`config.mk`:
```
export PLATFORM = sky130hd
export DESIGN_NAME = approx_err_stats
export DESIGN_NICKNAME = d
export VERILOG_FILES = /design/src/rtl/approx_pkg.sv /design/src/rtl/approx_err_dist.sv /design/src/rtl/approx_err_stats.sv
export SDC_FILE = /design/constraint.sdc
export NUM_CORES = 1
export LEC_CHECK = 0
export BUFFER_PORTS_ARGS = -buffer_cell sky130_fd_sc_hd__buf_2
export CAP_MARGIN = 40
export CORE_MARGIN = 2
export CORE_UTILIZATION = 45
export CTS_BUF_LIST = sky130_fd_sc_hd__clkbuf_4 sky130_fd_sc_hd__clkbuf_8
export CTS_CLUSTER_DIAMETER = 150
export DETAILED_ROUTE_END_ITERATION = 8
export PLACE_DENSITY = 0.78
export SETUP_SLACK_MARGIN = 0.3
export SLEW_MARGIN = 10
export SYNTH_ARGS = -nofsm -noshare
export SYNTH_HDL_FRONTEND = slang
export SYNTH_SLANG_ARGS = --single-unit
```
`constraint.sdc`:
```
create_clock -name clk -period 2.5 [get_ports clk]
set_clock_uncertainty 0.05 [all_clocks]
set_input_delay 0 -clock clk [delete_from_list [all_inputs] [get_ports clk]]
set_output_delay 0 -clock clk [all_outputs]
set_load 0.02 [all_outputs]
```
`src/rtl/approx_pkg.sv`:
```
// approx_pkg: shared widths and FSM state encoding for the approximate-multiplier error statistics block
package approx_pkg;
  localparam int OP_W   = 8;
  localparam int PROD_W = 16;
  localparam int CNT_W  = 21;
  typedef enum logic [1:0] {IDLE, RUN, DRAIN, DONE} state_t;
endpackage

```
`src/rtl/approx_err_dist.sv`:
```
// approx_err_dist: absolute distance between exact and approximate product
// (plus signed c - exact when APPROX_STATS_BIAS_EN is defined)
module approx_err_dist
  import approx_pkg::*;
(
  input  logic [PROD_W-1:0]        i_exact,
  input  logic [PROD_W-1:0]        i_c,
`ifdef APPROX_STATS_BIAS_EN
  output logic signed [PROD_W:0]   o_sd,
`endif
  output logic [PROD_W-1:0]        o_ed
);
  assign o_ed = i_exact >= i_c ? i_exact - i_c : i_c - i_exact;
`ifdef APPROX_STATS_BIAS_EN
  assign o_sd = $signed({1'b0, i_c}) - $signed({1'b0, i_exact});
`endif
endmodule

```
`src/rtl/approx_err_stats.sv`:
```
// approx_err_stats: two-stage error-distance statistics over N_SAMPLES multiplier samples
// Optional signed bias accumulator enabled by defining APPROX_STATS_BIAS_EN.
module approx_err_stats
  import approx_pkg::*;
#(
  parameter int N_SAMPLES = 65536,
  parameter int ACC_W     = 40
)(
  input  logic                   clk,
  input  logic                   rst_n,
  input  logic                   start,
  input  logic                   clear,
  input  logic                   in_valid,
  output logic                   in_ready,
  input  logic [OP_W-1:0]        a,
  input  logic [OP_W-1:0]        b,
  input  logic [PROD_W-1:0]      c,
  output logic [ACC_W-1:0]       sum_ed,
  output logic [PROD_W-1:0]      max_ed,
  output logic [CNT_W-1:0]       err_cnt,
  output logic [CNT_W-1:0]       smp_cnt,
`ifdef APPROX_STATS_BIAS_EN
  output logic signed [ACC_W:0]  bias_sum,
`endif
  output logic                   done
);
  localparam int SW = (ACC_W > PROD_W ? ACC_W : PROD_W) + 1;
  localparam logic [SW-1:0] SMAX = {{(SW-ACC_W){1'b0}}, {ACC_W{1'b1}}};
  localparam logic [CNT_W-1:0] LAST = CNT_W'(N_SAMPLES - 1);

  state_t            r_state;
  logic              r_ready, r_done, r_v1, r_v2;
  logic [PROD_W-1:0] r_exact, r_c, r_ed, r_max;
  logic [ACC_W-1:0]  r_sum;
  logic [CNT_W-1:0]  r_err, r_smp;
  logic              w_acc, w_go;
  logic [PROD_W-1:0] w_ed;
  logic [SW-1:0]     w_sum;

  assign w_acc = in_valid && r_ready && !clear;
  assign w_go  = start && !clear && (r_state == IDLE || r_state == DONE);
  assign w_sum = SW'(r_sum) + SW'(r_ed);

  assign in_ready = r_ready;
  assign done     = r_done;
  assign sum_ed   = r_sum;
  assign max_ed   = r_max;
  assign err_cnt  = r_err;
  assign smp_cnt  = r_smp;

`ifdef APPROX_STATS_BIAS_EN
  localparam int BW = (ACC_W > PROD_W ? ACC_W : PROD_W) + 2;
  localparam logic signed [BW-1:0] BMAX = BW'({ACC_W{1'b1}});
  localparam logic signed [BW-1:0] BMIN = -BMAX - BW'(1);
  logic signed [PROD_W:0] r_sd, w_sd;
  logic signed [ACC_W:0]  r_bias;
  logic signed [BW-1:0]   w_bias;
  assign w_bias   = BW'(r_bias) + BW'(r_sd);
  assign bias_sum = r_bias;
`endif

  approx_err_dist u_dist (
    .i_exact (r_exact),
    .i_c     (r_c),
`ifdef APPROX_STATS_BIAS_EN
    .o_sd    (w_sd),
`endif
    .o_ed    (w_ed)
  );

  // Sample N_SAMPLES leaves RUN; DONE waits until stage 1 is empty so the
  // last sample commits to the statistics on the same edge done rises.
  always_ff @(posedge clk or negedge rst_n) begin
    if (!rst_n) begin
      r_state <= IDLE;
      r_ready <= 1'b0;
      r_done  <= 1'b0;
      r_smp   <= '0;
    end else if (clear) begin
      r_state <= IDLE;
      r_ready <= 1'b0;
      r_done  <= 1'b0;
      r_smp   <= '0;
    end else if (w_go) begin
      r_state <= RUN;
      r_ready <= 1'b1;
      r_done  <= 1'b0;
      r_smp   <= '0;
    end else if (w_acc) begin
      r_smp <= r_smp + CNT_W'(1);
      if (r_smp == LAST) begin
        r_state <= DRAIN;
        r_ready <= 1'b0;
      end
    end else if (r_state == DRAIN && !r_v1) begin
      r_state <= DONE;
      r_done  <= 1'b1;
    end
  end

  always_ff @(posedge clk or negedge rst_n) begin
    if (!rst_n) begin
      r_v1    <= 1'b0;
      r_v2    <= 1'b0;
      r_exact <= '0;
      r_c     <= '0;
      r_ed    <= '0;
`ifdef APPROX_STATS_BIAS_EN
      r_sd    <= '0;
`endif
    end else begin
      r_v1 <= w_acc;
      r_v2 <= r_v1 && !clear;
      if (w_acc) begin
        r_exact <= PROD_W'(a) * PROD_W'(b);
        r_c     <= c;
      end
      if (r_v1) begin
        r_ed <= w_ed;
`ifdef APPROX_STATS_BIAS_EN
        r_sd <= w_sd;
`endif
      end
    end
  end

  always_ff @(posedge clk or negedge rst_n) begin
    if (!rst_n) begin
      r_sum <= '0;
      r_max <= '0;
      r_err <= '0;
`ifdef APPROX_STATS_BIAS_EN
      r_bias <= '0;
`endif
    end else if (clear || w_go) begin
      r_sum <= '0;
      r_max <= '0;
      r_err <= '0;
`ifdef APPROX_STATS_BIAS_EN
      r_bias <= '0;
`endif
    end else if (r_v2) begin
      r_sum <= w_sum > SMAX ? {ACC_W{1'b1}} : w_sum[ACC_W-1:0];
      r_max <= r_ed > r_max ? r_ed : r_max;
      r_err <= r_err + CNT_W'(r_ed != '0);
`ifdef APPROX_STATS_BIAS_EN
      r_bias <= w_bias > BMAX ? BMAX[ACC_W:0] : w_bias < BMIN ? BMIN[ACC_W:0] : w_bias[ACC_W:0];
`endif
    end
  end
endmodule

```
==> impl_metrics.py, run 1 <==
metrics = {
    "yosys": {
        "synth_ff_type": "dfrtp_1",
        "synth_top_area_share_pct": 32.5,
        "ys_warn_count": 0,
        "synth_seq_cells": 152,
        "syn_area_um2": 11700,
        "syn-num-nets": 1479,
        "synth_area_leaders": "dfrtp_1, ha_1, fa_1",
        "synth.avg_cell_area_um2": 9.00,
        "async_flop_share_pct": 100,
        "synth_common_cells": "dfrtp_1, inv_1, nand2_1",
        "ys_seq_area_share_pct": 32.5,
        "synthesis.instances": 1300,
        "yosysMostFrequentCell": "dfrtp_1",
        "synth-edff-count": 0,
        "ys_types": 84,
        "synth_area_leader_cell": "dfrtp_1",
    },
    "worst_setup_path": {
        "r2r-end": "sum_ed[27]",
        "crit_fanout": 2,
        "required_ps": 2840,
        "critPathKind": "in -> reg",
        "cp_data_arrival_time_ps": 3810,
        "r2r-start": "r_ed[0]",
        "worst-r2r-cell-count": 11,
        "rrSetupSlack_ps": -310,
        "startpoint_type": "input port",
        "crit_path_end_kind": "register",
    },
    "route": {
        "routed_wl_um": 35900,
        "vias": 11400,
        "viasPerCell": 5.64,
        "post_drt_wl_per_cell_um": 17.7,
        "drtPass1Iterations": 8,
        "dr.first_iter.drc_count": 991,
        "route.detailed.drc": 0,
        "final_antenna_net_count": 0,
    },
    "cts": {
        "cts_buffer_depth": 2,
        "cts_made_buffers": 17,
        "path_clk_slew_ps": 90,
        "htree_levels": 4,
        "clkLatencyLatePin_ps": 460,
        "cts_tree": "built",
        "clockRootBuffer": "clkbuf_8",
        "cts_sinks": 152,
    },
    "die": {
        "initial_core_util_pct": 45.4,
        "core_um2": 25800,
        "pin_count": 137,
        "die_width_um": 165,
        "die_y_um": 165,
        "dieArea_um2": 27300,
        "placementRows": 59,
    },
    "place": {
        "port_buffers": 136,
        "gp_congestion": 0.904,
        "hpwl_um": 23500,
    },
    "timing": {
        "slew_viol_final": 0,
        "period_needed_ps": 3480,
        "hold_violations": 0,
        "worst_pin_slew_ps": 818,
        "timing.fmax_mhz": 288,
        "fin_ws_ps": -976,
        "slew-limit-headroom_pct": 45.5,
        "post-route-period-util_pct": 139,
        "setup_viol": 78,
        "rsz0062_at_grt": "yes",
        "whs_ps": 5.71,
    },
    "global_route": {
        "antenna_found_initial": 0,
        "use_met1_pct": 29.6,
        "grt_pass1_vias": 11300,
        "grt.met3_usage_pct": 4.37,
        "grt_pass1_wl_um": 53600,
        "track_usage_pct": 24.4,
        "grt_overflow": 0,
        "grt_max_degree": 54,
        "busiest_layer": "met2",
        "grt_util_met2_pct": 43.2,
    },
    "run_status": {
        "outcome": "finished, violations left",
        "violations": "setup timing",
    },
    "finish": {
        "fin_nets": 1861,
        "antennaDiodeCount": 0,
        "area_growth_pct": 43.5,
        "nFillCells": 1847,
        "drive_gt1_share_pct": 39.7,
    },
    "power_and_ir_drop": {
        "power.leakage_nw": 8.05,
        "finalPower_mw": 18.4,
        "ir_drop_uv": 834,
        "power.density_nw_per_um2": 1100,
    },
    "hold_path": {
        "min_path_type": "in -> async",
    },
    "flow_run": {
        "cap_violations": 0,
    },
}
## repair_timing
| item | in CTS | in global routing |
|---|---|---|
| pin swaps | 112 | 106 |
| endpoints found under the setup margin | 99 | 102 |
| setup buffers | 28 | 25 |
| gates resized for setup | 171 | 107 |
| hold buffers | 21 | 0 |
| hold endpoints to repair | 173 | 0 |
## worst max-delay path, stage by stage
cell,delay (ps)
buf_6,100
and2_4,150
fa_1,540
inv_1,50
fa_1,480
inv_1,60
fa_1,480
inv_1,50
fa_1,490
inv_2,50
ha_4,270
inv_2,40
a21o_1,170
a21o_1,180
a21oi_2,190
nor3_1,70
or3_1,300
a31oi_1,140
## sequential cells by signal (all words and copies together) (netlist names)
signal and flops:
r_state 2, max_ed 16, in_ready 1, r_c 16, sum_ed 40, smp_cnt 21
r_exact 16, r_v1 1, err_cnt 21, r_ed 16, done 1, r_v2 1
## cell type report
class,count,area [µm²],share of cell area (%)
Multi-Input combinational cell,975,8520,50.7
Sequential cell,152,3820,22.7
Timing Repair Buffer,405,3080,18.3
Inverter,131,494,2.94
Tap cell,335,419,2.50
Clock buffer,23,285,1.70
Clock inverter,8,171,1.02
## worst max path at each step
stage	startpoint	endpoint	slack, ps	cells past startpoint
detailed placement	b[2]	r_exact[15]	-1450	17
CTS	a[5]	r_exact[15]	-910	18
global placement	b[2]	r_exact[15]	-1360	18
global route	a[5]	r_exact[15]	-1100	18
floorplan	b[2]	r_exact[15]	-1130	17
finish	a[5]	r_exact[15]	-980	18
## metrics by stage
step | instance area, µm² | setup TNS, ps | cells | setup slack [ps] | util (%)
CTS | 16100 | -15530 | 2004 | -906 | 62.6
detailed placement | 14500 | -21010 | 1924 | -1450 | 56.2
floorplan | 12100 | -7960 | 1300 | -1130 | -
finish | 16800 | -18050 | 2029 | -976 | 65.1
global route | 16800 | -25260 | 2029 | -1100 | 65.1
global placement | 14500 | -19130 | 1924 | -1360 | 56.2
## power breakdown
part           total (mW)  internal [mW]  switching [mW]
clock                2.25           1.27           0.984
sequential           3.33           2.87           0.464
combinational        12.8           6.38            6.46
## cell usage in the layout (no fill, tap or decap), drive strengths merged, types with 7 or more instances in the layout
cell | netlist | final
a31oi | 24 | 24
nor3 | 27 | 27
nor2b | 11 | 11
clkbuf | 26 | 23
nor4 | 8 | 8
dlygate4sd3 | 0 | 21
and3 | 22 | 22
xor2 | 43 | 43
mux2i | 27 | 27
buf | 16 | 384
and2 | 59 | 59
o21ai | 90 | 90
o21a | 13 | 13
nand4 | 23 | 23
xnor2 | 21 | 21
a21oi | 87 | 87
nor2 | 102 | 102
ha | 103 | 103
inv | 130 | 130
a211oi | 8 | 8
or3 | 16 | 16
dfrtp | 152 | 152
fa | 39 | 39
a21o | 31 | 31
mux2 | 7 | 7
nand2 | 109 | 109
nand3 | 28 | 28
## kinds of logic (layout without fill, tap and decap cells)
group | Yosys count | in the layout | share of synthesized area (%)
muxes | 34 | 34 | 3.02
AOI/OAI and AO/OA | 304 | 304 | 17.2
and+or+nand+nor | 431 | 431 | 18.9
DFF | 152 | 152 | 32.5
adders and majority gates | 142 | 142 | 17.7
buffers and inverters | 173 | 567 | 5.88
xor gates and xnor gates | 64 | 64 | 4.79
## per-layer routing
layer	routed length, µm	share of wire [%]	up-vias
li1	-	-	5256
met1	13900	39	5608
met2	18700	52	462
met3	2060	5.7	109
met4	1150	3.2	0
met5	0	0	-
Note: power is estimated with default switching activity, not from simulation.
==> run 2: changes to the inputs <==
--- a/config.mk
+++ b/config.mk
@@ -12,7 +12,7 @@
 export CTS_BUF_LIST = sky130_fd_sc_hd__clkbuf_4 sky130_fd_sc_hd__clkbuf_8
 export CTS_CLUSTER_DIAMETER = 150
 export DETAILED_ROUTE_END_ITERATION = 8
-export PLACE_DENSITY = 0.78
+export PLACE_DENSITY = 0.76
 export SETUP_SLACK_MARGIN = 0.3
 export SLEW_MARGIN = 10
 export SYNTH_ARGS = -nofsm -noshare
==> impl_metrics.py, run 2 (synthesis gave the netlist of run 1 again) <==
metrics = {
    "route": {
        "route.detailed.drc": 0,
        "post_drt_wl_per_cell_um": 17.2,
        "viasPerCell": 5.50,
        "final_antenna_net_count": 0,
        "dr.first_iter.drc_count": 734,
        "vias": 11200,
        "routed_wl_um": 34900,
        "drtPass1Iterations": 8,
    },
    "worst_setup_path": {
        "rrSetupSlack_ps": -380,
        "crit_fanout": 2,
        "required_ps": 2820,
        "crit_path_end_kind": "register",
        "worst-r2r-cell-count": 13,
        "cp_data_arrival_time_ps": 3840,
        "r2r-end": "sum_ed[35]",
        "critPathKind": "in -> reg",
        "r2r-start": "r_ed[0]",
        "startpoint_type": "input port",
    },
    "finish": {
        "largest_reg_flops": 40,
        "drive_gt1_share_pct": 40.0,
        "fin_nets": 1860,
        "final_common_cell": "buf_4",
        "finish.utilization_pct": 65.2,
        "area_growth_pct": 43.6,
        "final_cell_mix": "buf_4, dfrtp_1, buf_2, inv_1, nand2_1",
        "fin_cells": 2030,
    },
    "die": {
        "initial_core_util_pct": 45.4,
        "core_um2": 25800,
        "pin_count": 137,
        "die_width_um": 165,
        "die_y_um": 165,
        "dieArea_um2": 27300,
        "placementRows": 59,
    },
    "flow_run": {
        "cap_violations": 0,
    },
    "timing": {
        "whs_ps": 26.1,
        "finalSetupTns_ps": -19420,
        "post-route-period-util_pct": 141,
        "worst_pin_slew_ps": 570,
        "period_needed_ps": 3520,
        "slew_viol_final": 0,
        "rsz0062_at_grt": "yes",
        "slew-limit-headroom_pct": 61.7,
        "fin_ws_ps": -1020,
        "timing.fmax_mhz": 284,
        "setup_viol": 79,
        "hold_violations": 0,
    },
    "place": {
        "gp_congestion": 0.888,
        "dpl.cell_count": 1928,
        "hpwl_um": 24000,
        "port_buffers": 136,
    },
    "global_route": {
        "antenna_found_initial": 1,
        "grt_pass1_vias": 11000,
        "grt_overflow": 0,
        "grt_pass1_wl_um": 52500,
        "track_usage_pct": 23.9,
        "grt_max_degree": 56,
    },
    "power_and_ir_drop": {
        "finalPower_mw": 18.1,
        "cell_internal_pwr_mw": 10.3,
        "power.leakage_nw": 8.09,
        "p_clk_share_pct": 11.8,
        "seqPwrFrac_pct": 18.5,
        "sw_frac_of_total_pct": 43.0,
        "combPwrFrac_pct": 69.7,
        "netSwitchingPower_mw": 7.76,
        "ir_drop_uv": 829,
        "power.density_nw_per_um2": 1070,
    },
    "cts": {
        "path_clk_slew_ps": 90,
        "cts_buffer_depth": 2,
        "cts_sinks": 152,
        "clkLatencyLatePin_ps": 460,
        "htree_levels": 4,
        "clockRootBuffer": "clkbuf_8",
        "cts_made_buffers": 17,
        "cts_tree": "built",
    },
    "run_status": {
        "violations": "setup timing",
        "outcome": "finished, violations left",
    },
    "hold_path": {
        "min_path_type": "in -> async",
    },
}
[run 2: cell types whose count changed in the layout (fill, tap and decap cells not counted), sizes merged, moves of 2 or more]
| cell | change |
|---|---|
| clkbuf | -3 |
| buf | -2 |
| clkinvlp | +2 |
| bufinv | -2 |
| inv | +3 |
[run 2: through the flow]
stage | setup WS [ps] | area [µm²]
after global routing | -1140 | 16800
after floorplan | -1130 | 12100
after global placement | -1380 | 14500
final | -1020 | 16800
after CTS | -958 | 16100
after detailed placement | -1450 | 14500
[run 2: layout make-up]
| cell class | instances | area, µm² |
|---|---|---|
| Clock inverter | 12 | 165 |
| Multi-Input combinational cell | 975 | 8510 |
| Inverter | 131 | 498 |
| Clock buffer | 20 | 275 |
| Antenna cell | 1 | 2.50 |
| Timing Repair Buffer | 404 | 3110 |
| Sequential cell | 152 | 3820 |
| Fill cell | 1905 | 8960 |
| Tap cell | 335 | 419 |
[run 2: power groups by stage]
stage | clock network [mW] | registers (mW) | logic (mW)
after floorplan | 0 | 3.22 | 6.00
after global placement | 0 | 3.29 | 9.15
after detailed placement | 0 | 3.31 | 9.37
after CTS | 2.16 | 3.31 | 11.1
after global routing | 2.27 | 3.38 | 13.5
final | 2.13 | 3.34 | 12.6
[run 2: per-layer routing]
metal	global-route usage [%]	up-vias	routed length (µm)
met5	0	-	0
met4	6.52	0	678
met3	3.57	61	1550
li1	-	5254	-
met1	29.7	5542	14400
met2	43.1	314	18200
[run 2: worst max-delay path: stages]
cell	delay [ps]
buf_6	90
and2_4	150
fa_1	550
inv_1	60
fa_1	510
inv_2	40
fa_1	480
inv_1	50
fa_1	500
inv_2	50
ha_4	270
inv_2	40
a21o_1	170
a21o_1	180
a21oi_2	150
nor3_1	70
or3_1	300
a31oi_1	170
[run 2: worst max-delay path by stage]
| stage | startpoint | to | slack (ps) | cells after the start |
|---|---|---|---|---|
| 2_1_floorplan | b[2] | r_exact[15] | -1130 | 17 |
| 3_3_place_gp | b[2] | r_exact[15] | -1380 | 18 |
| 3_5_place_dp | b[2] | r_exact[15] | -1450 | 18 |
| 4_1_cts | a[5] | r_exact[15] | -960 | 18 |
| 5_1_grt | a[5] | r_exact[15] | -1140 | 18 |
| 6_report | a[5] | r_exact[15] | -1020 | 18 |
[run 2: what timing repair did]
item,in CTS,in global routing
cloned,1,0
resized for setup,168,114
hold endpoints to repair,173,0
hold buffers,22,0
setup endpoints to repair,101,107
setup buffers,24,22
pin swaps,99,100
